### config.mk
export PLATFORM = sky130hd
export DESIGN_NAME = pipe_ctrl
export DESIGN_NICKNAME = d
export VERILOG_FILES = /design/src/rtl/pipe_ctrl_pkg.sv /design/src/rtl/pipe_stage_reg.sv /design/src/rtl/pipe_ctrl.sv
export SDC_FILE = /design/constraint.sdc
export NUM_CORES = 1
export LEC_CHECK = 0
export CAP_MARGIN = 20
export CORE_MARGIN = 3
export CORE_UTILIZATION = 34
export CTS_BUF_LIST = sky130_fd_sc_hd__clkbuf_4 sky130_fd_sc_hd__clkbuf_8
export DETAILED_ROUTE_END_ITERATION = 10
export PLACE_DENSITY = 0.7
export SYNTH_ARGS = -nofsm -noshare
export SYNTH_HDL_FRONTEND = slang
export SYNTH_HIERARCHICAL = 1
export SYNTH_SLANG_ARGS = --single-unit
### constraint.sdc
create_clock -name clk -period 4.25 [get_ports clk]
set_clock_uncertainty 0.05 [all_clocks]
set_input_delay 0.85 -clock clk [delete_from_list [all_inputs] [get_ports clk]]
set_output_delay 0.85 -clock clk [all_outputs]
set_load 0.02 [all_outputs]
### src/rtl/pipe_ctrl_pkg.sv
// Shared encodings for the pipeline control chain: FSM states, control-word
// field positions and counter sizing.
package pipe_ctrl_pkg;

    typedef enum logic {
        SQ_RUN    = 1'b0,
        SQ_SQUASH = 1'b1
    } sq_state_t;

    typedef enum logic {
        LP_IDLE  = 1'b0,
        LP_PAUSE = 1'b1
    } lp_state_t;

    // Bit positions inside the 8-bit control word carried down the pipe.
    localparam int CTRL_REG_WE      = 0;
    localparam int CTRL_CSR_W       = 1;
    localparam int CTRL_MEM_WE      = 2;
    localparam int CTRL_MEM_RR      = 3;
    localparam int CTRL_JUMP        = 4;
    localparam int CTRL_FUNCT3_LSB  = 5;
    localparam int CTRL_W_DEFAULT   = 8;

    function automatic int max2(input int a, input int b);
        return (a > b) ? a : b;
    endfunction

    function automatic int cnt_w(input int kill_cycles, input int load_lat);
        return $clog2(max2(kill_cycles, load_lat) + 1);
    endfunction

endpackage

### src/rtl/pipe_stage_reg.sv
// One pipeline stage: valid bit plus control word. Kill and bubble both load
// an empty slot; an invalid slot always carries a zero control word.
module pipe_stage_reg
    import pipe_ctrl_pkg::*;
#(
    parameter int CTRL_W = 8
) (
    input  logic              clk,
    input  logic              reset,
    input  logic              en,
    input  logic              kill,
    input  logic              bubble,
    input  logic              src_valid,
    input  logic [CTRL_W-1:0] src_ctrl,
    output logic              valid,
    output logic [CTRL_W-1:0] ctrl
);

    always_ff @(posedge clk) begin
        if (reset) begin
            valid <= 1'b0;
            ctrl  <= '0;
        end else if (en) begin
            if (kill || bubble || !src_valid) begin
                valid <= 1'b0;
                ctrl  <= '0;
            end else begin
                valid <= 1'b1;
                ctrl  <= src_ctrl;
            end
        end
    end

endmodule

### src/rtl/pipe_ctrl.sv
// Pipeline control chain: per-stage valid/ctrl, global stall with load pause,
// redirect squash window and load-use interlock bubbles.
module pipe_ctrl
    import pipe_ctrl_pkg::*;
#(
    parameter int STAGES         = 3,
    parameter int CTRL_W         = CTRL_W_DEFAULT,
    parameter int REDIRECT_STAGE = 1,
    parameter int KILL_CYCLES    = 1,
    parameter int LOAD_LAT       = 1
) (
    input  logic                     clk,
    input  logic                     reset,
    input  logic                     in_valid,
    input  logic [CTRL_W-1:0]        in_ctrl,
    input  logic                     ext_stall,
    input  logic                     redirect,
    input  logic                     interlock,
    input  logic                     wb_load,
    output logic [STAGES-1:0]        stage_valid,
    output logic [STAGES*CTRL_W-1:0] stage_ctrl,
    output logic [STAGES-1:0]        stage_en,
    output logic                     fetch_en,
    output logic                     internal_stall,
    output logic                     squashing
);

    localparam int CW = cnt_w(KILL_CYCLES, LOAD_LAT);
    // The trigger cycle already stalls, so the registered count starts one lower.
    localparam int LP_FIRST = (LOAD_LAT > 0) ? LOAD_LAT - 1 : 0;

    sq_state_t         sq_state, sq_next;
    lp_state_t         lp_state, lp_next;
    logic [CW-1:0]     sq_cnt, sq_cnt_next;
    logic [CW-1:0]     lp_cnt, lp_cnt_next;
    logic              done, done_next;
    logic              lp_trig, redir_acc, il_eff;

    logic [STAGES-1:0]             vld;
    logic [STAGES-1:0][CTRL_W-1:0] ctl;

    assign stage_valid = vld;
    assign stage_ctrl  = ctl;

    assign lp_trig   = (LOAD_LAT > 0) && (lp_state == LP_IDLE) && wb_load
                       && vld[STAGES-1] && !done;
    assign redir_acc = redirect && !internal_stall && vld[REDIRECT_STAGE]
                       && (sq_state == SQ_RUN);
    assign il_eff    = interlock && !internal_stall && !redir_acc;

    // Reset lands in the squash window so the first fetch after release is dropped.
    always_ff @(posedge clk) begin
        if (reset) begin
            sq_state <= SQ_SQUASH;
            sq_cnt   <= CW'(KILL_CYCLES);
            lp_state <= LP_IDLE;
            lp_cnt   <= '0;
            done     <= 1'b0;
        end else begin
            sq_state <= sq_next;
            sq_cnt   <= sq_cnt_next;
            lp_state <= lp_next;
            lp_cnt   <= lp_cnt_next;
            done     <= done_next;
        end
    end

    always_comb begin
        sq_next     = sq_state;
        sq_cnt_next = sq_cnt;
        lp_next     = lp_state;
        lp_cnt_next = lp_cnt;
        done_next   = internal_stall ? done : 1'b0;

        case (sq_state)
            SQ_RUN: begin
                if (redir_acc) begin
                    sq_next     = SQ_SQUASH;
                    sq_cnt_next = CW'(KILL_CYCLES);
                end
            end
            SQ_SQUASH: begin
                if (!internal_stall) begin
                    if (sq_cnt <= CW'(1)) begin
                        sq_next     = SQ_RUN;
                        sq_cnt_next = '0;
                    end else begin
                        sq_cnt_next = sq_cnt - CW'(1);
                    end
                end
            end
            default: sq_next = SQ_RUN;
        endcase

        // Pause counts every cycle; an external stall only stretches the freeze.
        case (lp_state)
            LP_IDLE: begin
                if (lp_trig) begin
                    if (LP_FIRST == 0) begin
                        lp_cnt_next = '0;
                        done_next   = 1'b1;
                    end else begin
                        lp_next     = LP_PAUSE;
                        lp_cnt_next = CW'(LP_FIRST);
                    end
                end
            end
            LP_PAUSE: begin
                if (lp_cnt <= CW'(1)) begin
                    lp_next     = LP_IDLE;
                    lp_cnt_next = '0;
                    done_next   = 1'b1;
                end else begin
                    lp_cnt_next = lp_cnt - CW'(1);
                end
            end
            default: lp_next = LP_IDLE;
        endcase
    end

    always_comb begin
        squashing      = (sq_state == SQ_SQUASH);
        internal_stall = ext_stall || (lp_state == LP_PAUSE) || lp_trig;
        stage_en       = {STAGES{!internal_stall}};
        stage_en[0]    = !internal_stall && !il_eff;
        fetch_en       = !internal_stall && !il_eff;
    end

    for (genvar i = 0; i < STAGES; i++) begin : g_stage
        logic              src_valid;
        logic [CTRL_W-1:0] src_ctrl;
        logic              kill;
        logic              bubble;

        if (i == 0) begin : g_head
            assign src_valid = in_valid;
            assign src_ctrl  = in_ctrl;
            assign kill      = redir_acc || squashing;
            assign bubble    = 1'b0;
        end else begin : g_body
            assign src_valid = vld[i-1];
            assign src_ctrl  = ctl[i-1];
            // Stages receiving instructions younger than the jump are emptied.
            assign kill      = redir_acc && (i <= REDIRECT_STAGE);
            assign bubble    = (i == 1) && il_eff;
        end

        pipe_stage_reg #(.CTRL_W(CTRL_W)) u_reg (
            .clk       (clk),
            .reset     (reset),
            .en        (stage_en[i]),
            .kill      (kill),
            .bubble    (bubble),
            .src_valid (src_valid),
            .src_ctrl  (src_ctrl),
            .valid     (vld[i]),
            .ctrl      (ctl[i])
        );
    end

endmodule

==> results of run 1 <==
## layout make-up
type | count | area [um^2]
fill | 332 | 1600
multi-input combinational | 87 | 641
sequential | 29 | 581
timing repair buffer | 47 | 470
clock buffer | 8 | 91.3
tap | 46 | 57.6
inverter | 1 | 3.75
## stage by stage
stage	worst slack (ps)	cells	utilization, %	hold slack [ps]	instance area [um^2]
2_1_floorplan	1250	127	-	391	1300
3_3_place_gp	656	210	50.9	398	1750
3_5_place_dp	605	210	50.9	406	1750
4_1_cts	594	218	53.6	420	1840
5_1_grt	457	218	53.6	438	1840
6_report	599	218	53.6	414	1840
## worst max-delay path, stage by stage
cell	delay, ps
clkdlybuf4s50_1	420
and3b_4	210
nor2_8	170
inv_2	70
a21oi_1	340
clkdlybuf4s50_1	690
## flip-flops by register name (all words and copies together), names as in the netlist
name	cells
g_stage.u_reg/ctrl	24
squashing	1
g_stage.u_reg/valid	3
done	1
## cells in the mapped netlist, drive strengths merged
| master | number | share of area, % |
|---|---|---|
| inv | 1 | 0.30 |
| buf | 10 | 6.3 |
| nor3 | 1 | 0.80 |
| nor2b | 30 | 16 |
| a31o | 1 | 0.70 |
| nand2 | 1 | 0.30 |
| dfxtp | 29 | 46 |
| a21oi | 2 | 0.80 |
| and3 | 1 | 0.60 |
| nor2 | 7 | 4.0 |
| and3b | 1 | 0.99 |
| a32o | 27 | 21 |
| conb | 1 | 0.30 |
| nand3b | 2 | 1.2 |
| a211o | 1 | 0.70 |
## worst max-delay path by stage
stage,from,to,slack [ps],cells past startpoint
CTS,wb_load,stage_en[0],590,6
finish,wb_load,stage_en[0],600,6
global placement,wb_load,fetch_en,660,6
global route,wb_load,stage_en[0],460,6
detailed placement,wb_load,stage_en[0],600,6
floorplan,wb_load,stage_en[0],1250,5
## power by group through the flow
| stage | Sequential, W | Combinational, W | Clock [W] |
|---|---|---|---|
| CTS | 0.000275 | 0.0000534 | 0.000236 |
| floorplan | 0.000282 | 0.0000299 | 0 |
| global route | 0.000275 | 0.0000583 | 0.000249 |
| detailed placement | 0.000281 | 0.0000533 | 0 |
| finish | 0.000275 | 0.0000535 | 0.000230 |
| global placement | 0.000281 | 0.0000518 | 0 |
## layer usage
metal  vias to the layer above  track usage [%]
li1                        534                -
met1                       494             15.7
met2                        45             23.0
met3                         7             6.58
met4                         0             5.58
met5                         -                0
## cell families after synthesis
logic type | Yosys count | synth area share, %
DFF | 29 | 46.1
buffers and inverters | 11 | 6.56
and+or+nand+nor | 43 | 23.4
AOI/OAI and AO/OA | 31 | 23.7
other | 1 | 0.298
## cell usage in the layout (no fill, tap or decap)
| master | netlist | routed |
|---|---|---|
| a21oi_1 | 2 | 2 |
| a211o_1 | 1 | 1 |
| a31o_2 | 1 | 1 |
| clkdlybuf4s50_1 | 0 | 47 |
| nor2b_2 | 3 | 3 |
| nor2b_1 | 27 | 27 |
| nor2_1 | 3 | 3 |
| nand2_1 | 1 | 1 |
| clkbuf_8 | 0 | 5 |
| inv_2 | 1 | 1 |
| conb_1 | 1 | 13 |
| nor2_8 | 1 | 1 |
| nand3b_1 | 2 | 2 |
| and3_2 | 1 | 1 |
| dfxtp_1 | 29 | 29 |
| clkbuf_4 | 0 | 3 |
| a32o_1 | 27 | 27 |
| nor2_2 | 3 | 3 |
| nor3_2 | 1 | 1 |
| and3b_4 | 1 | 1 |
==> summary.md, run 1 <==
| Metric | Value |
|---|---|
| Hold EP | g_stage[2].u_reg/ctrl[0] |
| WL per Instance | 13.0 um |
| Hold Crit Start | g_stage[2].u_reg/ctrl[0] |
| Synth Instances | 115 |
| CP required | 3350 ps |
| Total CTS buffers | 5 |
| Setup Viol. Count Final | 0 |
| Nets | 186 |
| Synthesis Warnings | 6 |
| Cell-internal power | 0.000435 W |
| Vias in the first global route | 1067 |
| Post-Synthesis Cell Area | 1260 um^2 |
| Number of instances resized during post-cts repair | 0 |
| Worst-Margin Slew | 608 ps |
| First-pass GRT wire length | 4750 um |
| Critical path type | input port to output pin |
| Clock Tree Buf Depth | 2 |
| Setup TNS | 0 ps |
| Area growth syn-to-layout | 46.5% |
| Crit Path Max Fanout | 11 |
| Logic pwr share | 9.6% |
| Final min period | 3650 ps |
| Initial antenna violation count | 0 |
| DR WL met3 | 257 um |
| Port Buffers | 47 |
| Die width | 66.8 um |
| Worst Path Arrival | 2750 ps |
| Power per Cell Area | 302 nW/um^2 |
| DIE AREA | 4470 um^2 |
| Post-cts hold buffer count | 0 |
| Switching power | 0.000123 W |
| Layout cells sized above 1 | 11.6% |
| CTS tree | yes |
| Worst VDD drop | 0.126 mV |
| Register share of total power | 49.2% |
| Routed met2 length | 1350 um |
| Achievable Freq | 274 MHz |
| Diodes inserted | 0 |
| PnR Total Power | 0.000558 W |
| Clk root buf | clkbuf_8 |
| Largest net degree at the start of global routing | 12 |
| Worst hold path type | flip-flop to flip-flop |
| Clock Power Share | 41.2% |
| Pleak | 0.670 nW |
| Boundary Pins | 48 |
| Max Slew Vio Count | 0 |
| Switching Fraction | 22.1% |
| Starting Density | 36.6% |
| Gr ovfl total | 0 |
| Reg2reg end | g_stage[0].u_reg/ctrl[6] |
| Synth Register Bits | 29 |
| Reg2Reg Launch Point | g_stage[2].u_reg/valid |
| Clock sink count | 29 |
| Worst setup SP type | input port |
| Top routing layer used | met4 |
| Hold path depth | 1 |
| Final wirelength | 2840 um |
| Gr usage total | 14.1% |
| GPL Wtd Cong | 0.692 |
| RSZ-0062 raised after global routing | no |
| Max transition margin | 59.4% |
| Row Count | 21 |
| Maxcap violations | 0 |
| Syn avg cell area | 10.9 um^2 |
| Core ar. | 3440 um^2 |
| Status | finished clean |
| Reg-to-reg setup timing slack | 2360 ps |
| Setup crit end kind | output pin |
| Wire length on met1 | 1200 um |
| Detailed Route Iter0 Violations | 63 |
| DR vias/cell | 4.95 |
| Die height | 66.8 um |
| Worst-Skew Late Latency | 280 ps |
| Reg2Reg Depth | 6 |
| Post-CTS Setup Bufs | 0 |
| Drt first pass iters | 4 |
| H-tree depth | 2 |
| DRC | 0 |
| Distinct cell type count after synthesis | 20 |
| Register area share after synthesis | 46.1% |
| Remaining antenna violation count | 0 |
| Reg clk slew, reported paths | 60 ps |
| Via Count | 1080 |
| Ratio of final minimum period to clock period | 85.9% |
| Final Hold Fails | 0 |
(Power assumes the default switching activity.)
==> inputs of run 2 (changes only) <==
DONT_BUFFER_PORTS = 1   (was default)
PLACE_DENSITY = 0.53   (was 0.7)
==> run 2 against run 1 <==
Against the previous run: global-route usage is 1.4 points lower; via count is 19% lower; die area stayed put; first-iteration DRC count is 65% lower; combinational power is 44% lower; largest power group is now clock; critical path type unchanged; critical endpoint is now fetch_en; core utilization decreased by 13 points; highest routed layer unchanged; non-clock buffer count fell by 46.
==> summary.md, run 2 (synthesis gave the netlist of run 1 again) <==
| Metric | Value |
|---|---|
| Final Hold Fails | 0 (unchanged) |
| Post-cts hold buffer count | 0 (unchanged) |
| Placed inst area | 1290 um^2 (-26%) |
| Most flop-heavy register | g_stage.u_reg/ctrl |
| Final min period | 2710 ps (-941 ps) |
| Starting Density | 36.6% (unchanged) |
| Setup crit end kind | output pin |
| Largest net degree at the start of global routing | 12 (unchanged) |
| Post-CTS Setup Bufs | 0 (unchanged) |
| H-tree depth | 2 (unchanged) |
| Die height | 66.8 um (unchanged) |
| Gr ovfl total | 0 (unchanged) |
| Reg-to-reg setup timing slack | 2150 ps (-210 ps) |
| First-pass GRT wire length | 4170 um (-12%) |
| Final worst slack | 1540 ps (+941 ps) |
| Ratio of final minimum period to clock period | 63.8% (-22 points) |
| Worst-Skew Late Latency | 270 ps (about the same) |
| Post-DP HPWL | 2070 um |
| Biggest regs | g_stage.u_reg/ctrl x24, g_stage.u_reg/valid x3 |
| Worst Path Arrival | 1810 ps (-940 ps) |
| Area growth syn-to-layout | 12.0% |
| Worst VDD drop | 0.231 mV (+83%) |
| Maxcap violations | 0 (unchanged) |
| Port Buffers | 0 (-100%) |
| Number of instances resized during post-cts repair | 0 (unchanged) |
| Crit Path Max Fanout | 11 (unchanged) |
| Max Slew Vio Count | 0 (unchanged) |
| Total CTS buffers | 5 (unchanged) |
| RSZ-0062 raised after global routing | no |
| DIE AREA | 4470 um^2 (unchanged) |
| Clock Tree Buf Depth | 2 (unchanged) |
| Post-placement cell count | 164 (-22%) |
| Reg clk slew, reported paths | 60 ps (about the same) |
| Layout cells sized above 1 | 16.7% (+5.0 points) |
| Leading cell type in the layout, fill and taps excluded | dfxtp_1 |
| Final wirelength | 2660 um (-6.1%) |
| Most frequent cells in the layout | 29 x dfxtp_1, 27 x nor2b_1, 27 x a32o_1, 13 x conb_1, 6 x clkbuf_8 |
| Drt first pass iters | 4 (unchanged) |
| Clk root buf | clkbuf_8 |
| Power per Cell Area | 429 nW/um^2 (+42%) |
| Filler cell count in the final layout | 338 (+1.8%) |
| Setup Viol. Count Final | 0 (unchanged) |
| Via Count | 875 (-19%) |
| DRC | 0 (unchanged) |
| Post-route cell area | 1410 um^2 (-24%) |
| WL per Instance | 15.5 um (+19%) |
| Worst hold path type | flip-flop to flip-flop |
| Core ar. | 3440 um^2 (unchanged) |
| Worst setup SP type | input port |
| Worst-Margin Slew | 633 ps (+25.0 ps) |
| Post-Layout Cell Count | 172 (-21%) |
| Vias in the first global route | 889 (-17%) |
| Remaining antenna violation count | 0 (unchanged) |
| CP required | 3350 ps (about the same) |
| Max reg flops | 24 (unchanged) |
| Gr usage total | 12.6% (-1.4 points) |
| Nets | 140 (-25%) |
| Row Count | 21 (unchanged) |
| GPL Wtd Cong | 0.629 (-9.1%) |
| Max transition margin | 57.7% (-1.7 points) |
| Initial antenna violation count | 0 (unchanged) |
| Worst slack, placed | 1540 ps (+934 ps) |
| Detailed Route Iter0 Violations | 22 (-65%) |
| Achievable Freq | 369 MHz (+35%) |
| Boundary Pins | 48 (unchanged) |
| Diodes inserted | 0 (unchanged) |
| Setup TNS | 0 ps (unchanged) |
| DR vias/cell | 5.09 (+2.7%) |
| Status | finished clean |
| CTS tree | yes |
| Die width | 66.8 um (unchanged) |
| Pleak | 0.518 nW (-23%) |
| Clock sink count | 29 (unchanged) |
| Critical path type | input port to output pin |
## run 2: changes by cell type in the layout (fill, tap and decap cells not counted)
cell,previous run,this run
buf_4,0,1
bufinv_16,0,1
clkbuf_4,3,1
clkbuf_8,5,6
clkdlybuf4s50_1,47,0
## run 2: cell type report
cell class              instances  area [um^2]  area share (%)
repair buffers                  1         7.51           0.532
clock buffers                   7         90.1            6.39
inverters                       1         3.75           0.266
flip-flops and latches         29          581            41.2
clock inverters                 1         30.0            2.13
well taps                      46         57.6            4.08
multi-input cells              87          641            45.4
## run 2: critical path, stage by stage
cell and delay [ps]:
and3b_4 180, nor2_8 260, inv_2 140, a21oi_1 150, buf_4 220
## run 2: per-layer routing
metal  vias up  track usage, %  part of all wire [%]
li1        440               -                     -
met5         -               0                     0
met3         2            6.41                   9.0
met1       398            13.8                    43
met2        35            20.0                    47
met4         0            6.09                  0.86
## run 2: through the flow
step	util [%]	hold slack, ps	power, W
floorplan	-	391	0.000312
global placement	37.5	402	0.000312
detailed placement	37.5	417	0.000313
CTS	41.0	425	0.000616
global route	41.0	436	0.000629
finish	41.0	425	0.000605
## run 2: path summary, 6_finish.rpt
check,startpoint,depth (start not counted),end
worst min register to register,done,2,done
worst max register to register,g_stage[2].u_reg/valid,7,g_stage[0].u_reg/ctrl[5]
worst max-delay path,wb_load,5,fetch_en
worst min-delay path,done,2,done
## run 2: report_power, final
part / internal [W] / switching (W) / total (W)
Clock: 0.000197 / 0.000101 / 0.000298
Combinational: 0.00000954 / 0.0000205 / 0.0000301
Sequential: 0.000273 / 0.00000330 / 0.000277
Total: 0.000480 / 0.000125 / 0.000605
==> inputs of run 3 (changes only) <==
PLACE_DENSITY = 0.55   (was 0.53)
clock period = 2.3 ns   (was 4.25 ns; I/O delays follow)
==> run 3 against run 2 <==
Against the previous run: sequential share of layout area fell by 0.43 points; clock power grew 84%; register-to-register slack got worse by 1600 ps; via count down 2.7%; non-clock buffer count rose by 2; power increased by 84%; final cell count is 1.2% higher; wire length is 2.6% lower; clock-buffer cell count unchanged; worst hold slack worse by 230 ps; die area did not move; critical path type is now flip-flop to output pin.
==> summary.md, run 3 (synthesis gave the netlist of run 1 again) <==
| Metric | Value |
|---|---|
| Crit Path Max Fanout | 5 (-6) |
| DR vias/cell | 4.89 (-3.9%) |
| Post-cts hold buffer count | 0 (unchanged) |
| Max transition margin | 59.5% (+1.7 points) |
| Power per Cell Area | 783 nW/um^2 (+82%) |
| Final Hold Fails | 0 (unchanged) |
| Port Buffers | 0 (unchanged) |
| Clock sink count | 29 (unchanged) |
| Detailed Route Iter0 Violations | 23 (+4.5%) |
| Drt first pass iters | 4 (unchanged) |
| DRC | 0 (unchanged) |
| Critical path type | flip-flop to output pin |
| Crit-path cells | nand3b_1 -> a21oi_1 -> buf_4 |
| Die width | 66.8 um (unchanged) |
| Setup crit end kind | output pin |
| Initial antenna violation count | 0 (unchanged) |
| Worst Path Arrival | 1540 ps (-270 ps) |
| Number of instances resized during post-cts repair | 0 (unchanged) |
| Cell-internal power | 0.000888 W (+85%) |
| CTS tree | yes |
| Ratio of final minimum period to clock period | 89.3% |
| Setup Viol. Count Final | 0 (unchanged) |
| Via Count | 851 (-2.7%) |
| Area growth syn-to-layout | 13.2% |
| Status | finished clean |
| Worst VDD drop | 0.340 mV (+47%) |
| Worst-Margin Slew | 607 ps (-25.6 ps) |
| Switching power | 0.000227 W (+82%) |
| Worst-Skew Late Latency | 280 ps (about the same) |
| Clock Power Share | 49.2% (about the same) |
| Clock Tree Buf Depth | 2 (unchanged) |
| Largest net degree at the start of global routing | 11 (-1) |
| Maxcap violations | 0 (unchanged) |
| Achievable Freq | 487 MHz |
| Gr ovfl total | 0 (unchanged) |
| Reg clk slew, reported paths | 60 ps (about the same) |
| Switching Fraction | 20.4% (-0.28 points) |
| Crit path max-delay cell type | dfxtp_1 |
| Most frequent cells in the layout | 29 x dfxtp_1, 27 x nor2b_1, 27 x a32o_1, 13 x conb_1, 6 x clkbuf_8 |
| Final min period | 2050 ps |
| Setup TNS | 0 ps (unchanged) |
| Final wirelength | 2590 um (-2.6%) |
| First-pass GRT wire length | 4530 um (+8.6%) |
| Worst setup SP type | flip-flop |
| Die height | 66.8 um (unchanged) |
| Logic pwr share | 5.0% (about the same) |
| Total CTS buffers | 5 (unchanged) |
| Diodes inserted | 0 (unchanged) |
| Max reg flops | 24 (unchanged) |
| CP required | 1790 ps (-1560 ps) |
| Row Count | 21 (unchanged) |
| Biggest regs | g_stage.u_reg/ctrl x24, g_stage.u_reg/valid x3 |
| Boundary Pins | 48 (unchanged) |
| Register share of total power | 45.8% (about the same) |
| Core ar. | 3440 um^2 (unchanged) |
| WL per Instance | 14.9 um (-3.7%) |
| Post-CTS Setup Bufs | 0 (unchanged) |
| GPL Wtd Cong | 0.723 (+15%) |
| DIE AREA | 4470 um^2 (unchanged) |
| PnR Total Power | 0.00112 W (+84%) |
| Vias in the first global route | 950 (+6.9%) |
| Clk root buf | clkbuf_8 |
| Slowest stage delay, CP | 520 ps (+260 ps) |
| Leading cell type in the layout, fill and taps excluded | dfxtp_1 |
| Starting Density | 36.6% (unchanged) |
| Max Slew Vio Count | 0 (unchanged) |
| H-tree depth | 2 (unchanged) |
| Gr usage total | 13.4% (+0.78 points) |
| Pleak | 0.528 nW (+2.0%) |
| RSZ-0062 raised after global routing | no |
| Remaining antenna violation count | 0 (unchanged) |
| Most flop-heavy register | g_stage.u_reg/ctrl |
| Layout cells sized above 1 | 18.0% (+1.3 points) |
| Worst hold path type | input port to flip-flop |
| Nets | 142 (+1.4%) |
## run 3: stage by stage
stage               instances  setup slack [ps]  hold slack, ps  cell area [um^2]  util (%)
floorplan                 127              76.2             391              1300         -
global placement          166               506             402              1310      37.9
detailed placement        166               498             410              1310      37.9
CTS                       174               230             180              1430      41.4
global route              174               146             173              1430      41.4
finish                    174               247             193              1430      41.4
## run 3: path summary, 6_finish.rpt
| check | start | end | slack (ps) | cells past startpoint |
|---|---|---|---|---|
| setup / recovery | g_stage[1].u_reg/valid | stage_en[0] | 250 | 3 |
| hold / removal | reset | done | 190 | 1 |
| setup reg to reg | g_stage[1].u_reg/valid | g_stage[0].u_reg/ctrl[5] | 580 | 4 |
| hold reg to reg | done | done | 420 | 2 |
## run 3: layout make-up
class,count,area [um^2]
flip-flops and latches,29,581
repair buffers,3,22.5
inverters,1,3.75
clock inverters,1,30.0
clock buffers,7,90.1
well taps,46,57.6
fillers,357,2020
multi-input cells,87,641
## run 3: power by group through the flow
stage / combinational [W] / sequential (W) / clock (W)
3_5_place_dp: 0.0000562 / 0.000522 / 0
2_1_floorplan: 0.0000553 / 0.000521 / 0
4_1_cts: 0.0000563 / 0.000511 / 0.000566
5_1_grt: 0.0000642 / 0.000511 / 0.000592
3_3_place_gp: 0.0000550 / 0.000522 / 0
6_report: 0.0000560 / 0.000511 / 0.000548
## run 3: critical path, delay by kind of cell (launching register included)
kind                   cells  cell delay (ps)
AOI/OAI and AO/OA          1              310
buffers and inverters      1              250
DFF                        1              520
and+or+nand+nor            1              190
## run 3: per-layer routing
metal | track usage [%] | up-vias | wire length (um)
met5 | 0 | - | 0
met4 | 4.57 | 0 | 17
met3 | 8.26 | 2 | 289
met2 | 20.9 | 37 | 1170
met1 | 14.9 | 372 | 1120
li1 | - | 440 | -
